--- config.mk ---
export PLATFORM = sky130hd
export DESIGN_NAME = regfile_wb_arbiter
export DESIGN_NICKNAME = d
export VERILOG_FILES = /design/src/rtl/regfile_pkg.sv /design/src/rtl/rr_arbiter.sv /design/src/rtl/regfile_wb_arbiter.sv
export SDC_FILE = /design/constraint.sdc
export NUM_CORES = 1
export LEC_CHECK = 0
export ABC_AREA = 1
export BUFFER_PORTS_ARGS = -buffer_cell sky130_fd_sc_hd__clkbuf_2
export CORE_ASPECT_RATIO = 0.6
export CORE_UTILIZATION = 40
export CTS_CLUSTER_DIAMETER = 200
export DETAILED_ROUTE_END_ITERATION = 12
export PLACE_DENSITY = 0.7
export SYNTH_ARGS = -nofsm -noshare
export SYNTH_HDL_FRONTEND = slang
export SYNTH_SLANG_ARGS = --single-unit
--- constraint.sdc ---
create_clock -name Clk -period 2.5 [get_ports Clk]
set_input_delay 0.25 -clock Clk [delete_from_list [all_inputs] [get_ports Clk]]
set_output_delay 0.25 -clock Clk [all_outputs]
set_load 0.01 [all_outputs]
--- src/rtl/regfile_pkg.sv ---
// Shared widths, zero-register address and data/address types for the register file
// writeback path.
package regfile_pkg;

  localparam int unsigned DATA_W = 64;
  localparam int unsigned ADDR_W = 5;

  localparam logic [ADDR_W-1:0] ZERO_REG = 5'd31;

  typedef logic [ADDR_W-1:0] reg_addr_t;
  typedef logic [DATA_W-1:0] reg_data_t;

endpackage

--- src/rtl/rr_arbiter.sv ---
// Round-robin arbiter: one-hot grant to the first requester at or after the pointer;
// the pointer moves past the granted index when the grant is consumed.
module rr_arbiter #(
  parameter int unsigned N = 2
) (
  input  logic         clk,
  input  logic         rst_n,
  input  logic [N-1:0] req,
  input  logic         en,
  input  logic         advance,
  output logic [N-1:0] grant
);

  localparam int unsigned PtrW = (N > 1) ? $clog2(N) : 1;

  logic [PtrW-1:0] ptr_q;
  logic [PtrW-1:0] ptr_d;
  logic [PtrW-1:0] gnt_idx;
  logic [PtrW-1:0] sel;
  logic            found;
  int unsigned     idx;

  always_comb begin
    grant   = '0;
    gnt_idx = ptr_q;
    found   = 1'b0;
    idx     = 0;
    sel     = '0;
    for (int unsigned k = 0; k < N; k++) begin
      // Scan ptr, ptr+1, ... wrapping at N (N need not be a power of two).
      idx = 32'(ptr_q) + k;
      if (idx >= N) begin
        idx = idx - N;
      end
      sel = PtrW'(idx);
      if (!found && en && req[sel]) begin
        grant[sel] = 1'b1;
        gnt_idx    = sel;
        found      = 1'b1;
      end
    end

    ptr_d = ptr_q;
    if (advance && found) begin
      if (32'(gnt_idx) == N - 1) begin
        ptr_d = '0;
      end else begin
        ptr_d = gnt_idx + PtrW'(1);
      end
    end
  end

  always_ff @(posedge clk) begin
    if (!rst_n) begin
      ptr_q <= '0;
    end else begin
      ptr_q <= ptr_d;
    end
  end

endmodule

--- src/rtl/regfile_wb_arbiter.sv ---
// Shares the register-file write port among NUM_REQ valid/ready requesters with a
// registered output stage. Optional read-bypass ports under REGFILE_WB_FORWARD_EN.
module regfile_wb_arbiter
  import regfile_pkg::*;
#(
  parameter int unsigned NUM_REQ = 2,
  parameter int unsigned DATA_W  = regfile_pkg::DATA_W,
  parameter int unsigned ADDR_W  = regfile_pkg::ADDR_W,
  parameter int unsigned CNT_W   = 16
) (
  input  logic                        Clk,
  input  logic                        Rst_n,
  input  logic                        Hold,
  input  logic [NUM_REQ-1:0]          ReqValid,
  output logic [NUM_REQ-1:0]          ReqReady,
  input  logic [NUM_REQ*ADDR_W-1:0]   ReqRW,
  input  logic [NUM_REQ*DATA_W-1:0]   ReqBusW,
  output logic                        RegWr,
  output logic [ADDR_W-1:0]           RW,
  output logic [DATA_W-1:0]           BusW,
  output logic [CNT_W-1:0]            WrCount,
`ifdef REGFILE_WB_FORWARD_EN
  input  logic [ADDR_W-1:0]           RA,
  input  logic [ADDR_W-1:0]           RB,
  input  logic [DATA_W-1:0]           BusA_in,
  input  logic [DATA_W-1:0]           BusB_in,
  output logic [DATA_W-1:0]           BusA_fwd,
  output logic [DATA_W-1:0]           BusB_fwd,
`endif
  output logic [CNT_W-1:0]            DropCount
);

  localparam logic [ADDR_W-1:0] ZeroAddr = ADDR_W'(ZERO_REG);

  logic [NUM_REQ-1:0] grant;
  logic               arb_en;
  logic               transfer;
  logic [ADDR_W-1:0]  sel_rw;
  logic [DATA_W-1:0]  sel_busw;
  logic               sel_is_zero;

  logic               regwr_q,    regwr_d;
  logic [ADDR_W-1:0]  rw_q,       rw_d;
  logic [DATA_W-1:0]  busw_q,     busw_d;
  logic [CNT_W-1:0]   wr_cnt_q,   wr_cnt_d;
  logic [CNT_W-1:0]   drop_cnt_q, drop_cnt_d;

  // Reset also blanks the grant so nothing is accepted while the stage is being cleared.
  assign arb_en   = Rst_n & ~Hold;
  assign transfer = |(ReqValid & grant);
  assign ReqReady = grant;

  rr_arbiter #(
    .N (NUM_REQ)
  ) u_rr_arbiter (
    .clk     (Clk),
    .rst_n   (Rst_n),
    .req     (ReqValid),
    .en      (arb_en),
    .advance (transfer),
    .grant   (grant)
  );

  always_comb begin
    sel_rw   = '0;
    sel_busw = '0;
    for (int unsigned i = 0; i < NUM_REQ; i++) begin
      if (grant[i]) begin
        sel_rw   = ReqRW[i*ADDR_W +: ADDR_W];
        sel_busw = ReqBusW[i*DATA_W +: DATA_W];
      end
    end
    sel_is_zero = (sel_rw == ZeroAddr);
  end

  always_comb begin
    regwr_d    = 1'b0;
    rw_d       = rw_q;
    busw_d     = busw_q;
    wr_cnt_d   = wr_cnt_q;
    drop_cnt_d = drop_cnt_q;
    if (transfer) begin
      rw_d   = sel_rw;
      busw_d = sel_busw;
      if (sel_is_zero) begin
        if (drop_cnt_q != '1) begin
          drop_cnt_d = drop_cnt_q + CNT_W'(1);
        end
      end else begin
        regwr_d = 1'b1;
        if (wr_cnt_q != '1) begin
          wr_cnt_d = wr_cnt_q + CNT_W'(1);
        end
      end
    end
  end

  always_ff @(posedge Clk) begin
    if (!Rst_n) begin
      regwr_q    <= 1'b0;
      rw_q       <= '0;
      busw_q     <= '0;
      wr_cnt_q   <= '0;
      drop_cnt_q <= '0;
    end else begin
      regwr_q    <= regwr_d;
      rw_q       <= rw_d;
      busw_q     <= busw_d;
      wr_cnt_q   <= wr_cnt_d;
      drop_cnt_q <= drop_cnt_d;
    end
  end

  assign RegWr     = regwr_q;
  assign RW        = rw_q;
  assign BusW      = busw_q;
  assign WrCount   = wr_cnt_q;
  assign DropCount = drop_cnt_q;

`ifdef REGFILE_WB_FORWARD_EN
  // Bypass covers the posedge-to-negedge window before the register file commits.
  assign BusA_fwd = (regwr_q && (rw_q == RA) && (RA != ZeroAddr)) ? busw_q : BusA_in;
  assign BusB_fwd = (regwr_q && (rw_q == RB) && (RB != ZeroAddr)) ? busw_q : BusB_in;
`endif

endmodule
-- Word-level counts from Yosys, hierarchy flattened
Index checks and enable logic that the tools add are counted.
- register bits after elaboration: 103
- bits of input ports: 143
- output and inout bits: 104
- word-level logic and storage cells: 59
- add/sub/neg operators: 6
- magnitude comparators: 6
- equal/unequal tests: 3
- multiplexer cells: 22
- bitwise gates (word level): 5
- reductions and logical operators: 11
- operator list (operator ; number):
    64-bit two-way mux ; 2
    16-bit by 1-bit adder with 16-bit output (second input constant) ; 2
    16-bit != test (second input constant) ; 2
    1-bit two-way mux ; 14
    5-bit two-way mux ; 2
    1-bit logical AND ; 6
    3-bit AND reduction ; 2
    5-bit == test (second input constant) ; 1
    1-bit by 2-bit less-than comparator with 1-bit output (second input constant) ; 2
    2-bit two-way mux ; 2
    1-bit by 1-bit adder with 2-bit output (second input constant) ; 1
    2-bit AND ; 1
    1-bit demux with 1-bit select ; 2
    1-bit greater-or-equal comparator (second input constant) ; 2
    1-bit by 2-bit greater-or-equal comparator with 1-bit output (second input constant) ; 1
    2-bit greater-or-equal comparator (second input constant) ; 1
    1-bit inverter ; 2
    2-bit bitwise OR ; 1
    2-bit AND reduction ; 1
    2-bit OR reduction ; 1
    1-bit subtractor (second input constant) ; 2
    1-bit adder (second input constant) ; 1
    1-bit AND ; 1
    1-bit logical NOT ; 1

-- Longest topological paths before layout
- depth in word-level cells: 15
- mapped depth: 11
- gate-level depth less buffers: 11

-- By module
Synthesis repeated with hierarchy kept, for this count alone.
- cells, all modules: 672
- area, all modules: 4849.7 um2
- by module, submodules not included (module ; instances ; cells each ; area each (um2) ; seq. area each (um2)):
    regfile_wb_arbiter ; 1 ; 659 ; 4768.3 ; 2042.0
    rr_arbiter ; 1 ; 13 ; 81.3 ; 20.0

-- Worst setup path after synthesis
OpenSTA, ideal clock, no wires.
- kind: register -> register
- start point: reg wr_cnt_q[1], in the netlist WrCount[1]
- end point: reg wr_cnt_q[10], in the netlist WrCount[10]
- library setup time: 0.132 ns
- arrival: 1.674 ns
- required time: 2.368 ns
- slack: 0.694 ns
- cell stages (with the launch flop): 10
- buffers on the path: 1
- clock period less this slack: 1.806 ns
- path through: dfxtp_1 ha_1 nand2_1 nor2_1 nand3b_1 nor2_1 nand2_2 clkbuf_1 nand4_1 a21oi_1
- word-level cells in the longest chain between the ends: 2
- elaborated cells between the ends (all ways): 3
- classes of those cells: add/sub (1); eq/ne (1); reduce/logical (1)
- RTL lines (item ; line ; RTL):
    start: declaration ; regfile_wb_arbiter.sv:45 ; logic [CNT_W-1:0] wr_cnt_q, wr_cnt_d;
    start signal: assignment ; regfile_wb_arbiter.sv:109 ; wr_cnt_q <= wr_cnt_d;
    parallel branches: the longest is 2 deep, another holds 16-bit by 1-bit adder with 16-bit output ; -- ;
Parallel ways; which one is timed is not known.
A chain may end at the register's enable or synchronous reset.

-- Worst setup path after layout
- start point: reg wr_cnt_q[0], in the netlist WrCount[0]
- end point: reg wr_cnt_q[0], in the netlist WrCount[0]
Same word-level chain as after synthesis.

==> implementation parameters <==
Parameter                              Value

Run status
  Run status ... finished, final reports clean

Clocking
  H-tree depth ... 3
  Clock buffers created by TritonCTS ... 9
  Buffer cell driving the clock tree root ... sky130_fd_sc_hd__clkbuf_16
  Clk Latency, worst-skew pair ... 340 ps
  CTS tree ... built
  Clock slew at the register clock pins of the worst setup and hold paths ... 70 ps
  Sink Count ... slightly above 100
  Maximum buffer depth of the clock tree ... 2

GRT
  Largest net degree at the start of global routing ... 74
  Vias in the first global route ... about 5.1k
  Global-route wire length before repair ... between 20 and 30 mm
  Initial antenna violation count ... 0
  Global-route usage over all layers ... 0.2376
  Leftover overflow at the end of global routing ... 0

Layout
  P&R area growth vs syn ... 33.08%
  Share of layout cells above drive strength 1 ... 0.2935
  Final net count ... around 1.1k
  Finished Cell Area ... 0.007062 sq mm
  Multi-input gate area ... approximately 0.0027 sq mm
  Fillcell total ... 1296
  Number of antenna diodes ... 0
  Sequential cell area ... between 0.002 and 0.0025 sq mm

Drt
  Post-DR vias/cell ... 4.955
  Total via count in the routed design ... 5822
  Number of nets with antenna violations after detailed routing ... 0
  DRC violations left ... 0
  First-pass iteration count of the detailed router ... 5
  Number of violations reported at the end of detailed-routing iteration 0 ... roughly 400
  Routed WL per cell ... around 14 um
  Total length of routed wires ... 16.23 mm

Synth
  Avg Inst Size Synth ... a little under 7 sq um
  Number of enable-type register cells in the synthesized netlist ... 0
  Synth Register Bits ... 103
  Post-synth net total ... 916
  Count of warnings emitted by yosys ... 0
  Distinct cell type count after synthesis ... 28
  Flip-flop cell with the highest count after synthesis ... sky130_fd_sc_hd__dfxtp_1
  Synthesized area ... 0.005306 sq mm
  Sequential element share of the synthesized area ... 0.3886
  Async set-reset flop share out of synthesis ... 0
  Synthesized instance count ... 771

Worst setup path
  Startpoint class of the critical path ... flip-flop
  Crit path max-delay family ... simple AND/OR/NAND/NOR gates
  Total buffers and inverters traversed by the critical path ... 0
  Worst Path Max Fanout ... 17
  Delay of the slowest cell on the worst path ... about 420 ps
  Critical path required time ... ~2700 ps
  Crit path max-delay cell type ... sky130_fd_sc_hd__dfxtp_1
  Worst-path cell chain ... ha_1, nand2_1, nor2_1, nand3b_1, nor2_1, nand2_2, nand3_4, nand2_1, nand2_1, nor2_1
  Setup CP Type ... flip-flop to flip-flop
  Category of the worst setup path capture point ... flip-flop
  Data arrival at the endpoint of the critical path ... between 2000 and 2500 ps

Timing
  Final setup violating endpoints ... 0
  Final TNS setup ... 0 ps
  Final Hold Vio Count ... 0
  Relative slew slack ... 0.4769
  Clock period minus worst slack ... 2194 ps
  Final-report max-slew violation count ... 0
  Unrepaired setup endpoints after global routing ... false
  Transition time at the pin with the least slew margin ... about 780 ps
  Share of the clock period used by the worst path after layout ... 0.8776
  Final Skew ... about 7.1 ps
  Peak clock frequency supported by timing ... about 460 MHz

Power
  P per Cell Area ... 527.2 mW/mm^2
  Highest ir drop seen on vdd ... between 0.3 and 0.4 mV
  Static leakage power ... about 3.6 nW

Floorplan
  Die outline area ... 0.01375 sq mm
  Initial standard-cell utilization of the core ... 0.4116
  CORE AREA ... 0.01289 sq mm
  Number of top-level pins ... 247
  Die Y-Extent ... between 90 and 100 um
  Die width ... between 150 and 200 um
  Placement Rows ... 32

Place
  Area post-placement ... roughly 0.0068 sq mm
  Half-perimeter wire length after detailed placement ... between 10 and 15 mm
  Last weighted congestion value of the routability-driven placer ... around 1.0
  Number of input and output port buffers inserted ... approximately 250

Run
  Maxcap violations ... 0

Hold path
  Classification of the worst-slack hold path ... input pin to flip-flop
## path summary, 6_finish.rpt
path	slack, ps	depth (start not counted)	startpoint	to
max	310	10	WrCount[0]	WrCount[0]
min	240	5	ReqBusW[19]	BusW[19]
max reg2reg	310	10	WrCount[0]	WrCount[0]
min reg2reg	500	2	BusW[5]	BusW[5]
## per-layer routing
layer  wire length [um]  global-route usage
met1               7811              0.3347
met2               6656              0.3514
met3               1615             0.07688
met4                144             0.04750
met5                  0                   0
## area by class of cell
type	instances	area share
multi-input cells	517	0.3762
flip-flops and latches	103	0.2920
repair buffers	266	0.2045
inverters	103	0.05475
clock buffers	9	0.03189
well taps	170	0.03012
clock inverters	7	0.01063
## flip-flops by register name, indices dropped and copies added, names as in the netlist
register	flops
DropCount	16
u_rr_arbiter.ptr_q	1
WrCount	16
RegWr	1
RW	5
BusW	64
## logic make-up after synthesis
group	count (synthesis)	share of synthesized area
AO/OA/AOI/OAI	143	0.1669
buffers and inverters	151	0.1137
adder cells (fa/ha/maj)	2	0.004715
flip-flops	103	0.3886
XOR/XNOR	22	0.03631
AND/OR/NAND/NOR	350	0.2898
## report_power, final
part | internal (mW) | leakage (nW) | switching, mW
clock network | 0.788 | 0.151 | 0.633
logic | 0.237 | 2.59 | 0.296
registers | 1.72 | 0.841 | 0.0458
total | 2.75 | 3.58 | 0.975
## worst reg2reg max path, stage by stage, from the launching register on
cell                       delay [ps]
sky130_fd_sc_hd__dfxtp_1          420
sky130_fd_sc_hd__ha_1             260
sky130_fd_sc_hd__nand2_1           90
sky130_fd_sc_hd__nor2_1           280
sky130_fd_sc_hd__nand3b_1         130
sky130_fd_sc_hd__nor2_1           170
sky130_fd_sc_hd__nand2_2          240
sky130_fd_sc_hd__nand3_4          290
sky130_fd_sc_hd__nand2_1          100
sky130_fd_sc_hd__nand2_1           80
sky130_fd_sc_hd__nor2_1            50
## cell usage after synthesis (2+ instances only)
| library cell | count | area share |
|---|---|---|
| sky130_fd_sc_hd__xnor2_1 | 8 | 0.013 |
| sky130_fd_sc_hd__ha_1 | 2 | 0.0047 |
| sky130_fd_sc_hd__nand3_1 | 40 | 0.038 |
| sky130_fd_sc_hd__o21ai_2 | 2 | 0.0033 |
| sky130_fd_sc_hd__nand3b_1 | 2 | 0.0028 |
| sky130_fd_sc_hd__o211ai_1 | 64 | 0.091 |
| sky130_fd_sc_hd__clkbuf_1 | 23 | 0.016 |
| sky130_fd_sc_hd__nand4_1 | 41 | 0.048 |
| sky130_fd_sc_hd__nand2_1 | 129 | 0.091 |
| sky130_fd_sc_hd__buf_1 | 3 | 0.0021 |
| sky130_fd_sc_hd__xor2_1 | 14 | 0.023 |
| sky130_fd_sc_hd__buf_2 | 20 | 0.019 |
| sky130_fd_sc_hd__dfxtp_1 | 103 | 0.39 |
| sky130_fd_sc_hd__o21ai_0 | 47 | 0.044 |
| sky130_fd_sc_hd__a21oi_1 | 29 | 0.027 |
| sky130_fd_sc_hd__nor3_1 | 5 | 0.0047 |
| sky130_fd_sc_hd__nand2_2 | 3 | 0.0035 |
| sky130_fd_sc_hd__nor2_1 | 125 | 0.088 |
| sky130_fd_sc_hd__inv_1 | 102 | 0.072 |
## what timing repair did
| item | CTS | global route |
|---|---|---|
| resized for setup | 0 | 1 |
| setup buffers | 0 | 0 |
| endpoints found under the setup margin | 0 | 3 |
| hold buffers | 0 | 0 |
## per-stage QoR
| stage | power (mW) | hold slack [ps] | worst slack (ps) | cells | util |
|---|---|---|---|---|---|
| 2_1_floorplan | 2.075 | 474.1 | 694.1 | 771 | - |
| 3_3_place_gp | 2.339 | 476.3 | 390.1 | 1159 | 0.5239 |
| 3_5_place_dp | 2.341 | 478.8 | 279.7 | 1159 | 0.5239 |
| 4_1_cts | 3.778 | 224.2 | 245.8 | 1175 | 0.5472 |
| 5_1_grt | 3.912 | 242.1 | 58.58 | 1175 | 0.5477 |
| 6_report | 3.723 | 236.5 | 306.0 | 1175 | 0.5477 |
## cell usage in the layout (no fill, tap or decap), types with 15 or more instances in the layout
cell type                  synthesis  layout
sky130_fd_sc_hd__clkbuf_2          0     246
sky130_fd_sc_hd__nand2_1         129     128
sky130_fd_sc_hd__nor2_1          125     125
sky130_fd_sc_hd__dfxtp_1         103     103
sky130_fd_sc_hd__inv_1           102     101
sky130_fd_sc_hd__o211ai_1         64      64
sky130_fd_sc_hd__o21ai_0          47      47
sky130_fd_sc_hd__nand4_1          41      41
sky130_fd_sc_hd__nand3_1          40      40
sky130_fd_sc_hd__a21oi_1          29      29
sky130_fd_sc_hd__buf_4             1      15
Note: power is estimated with default switching activity, not from simulation.
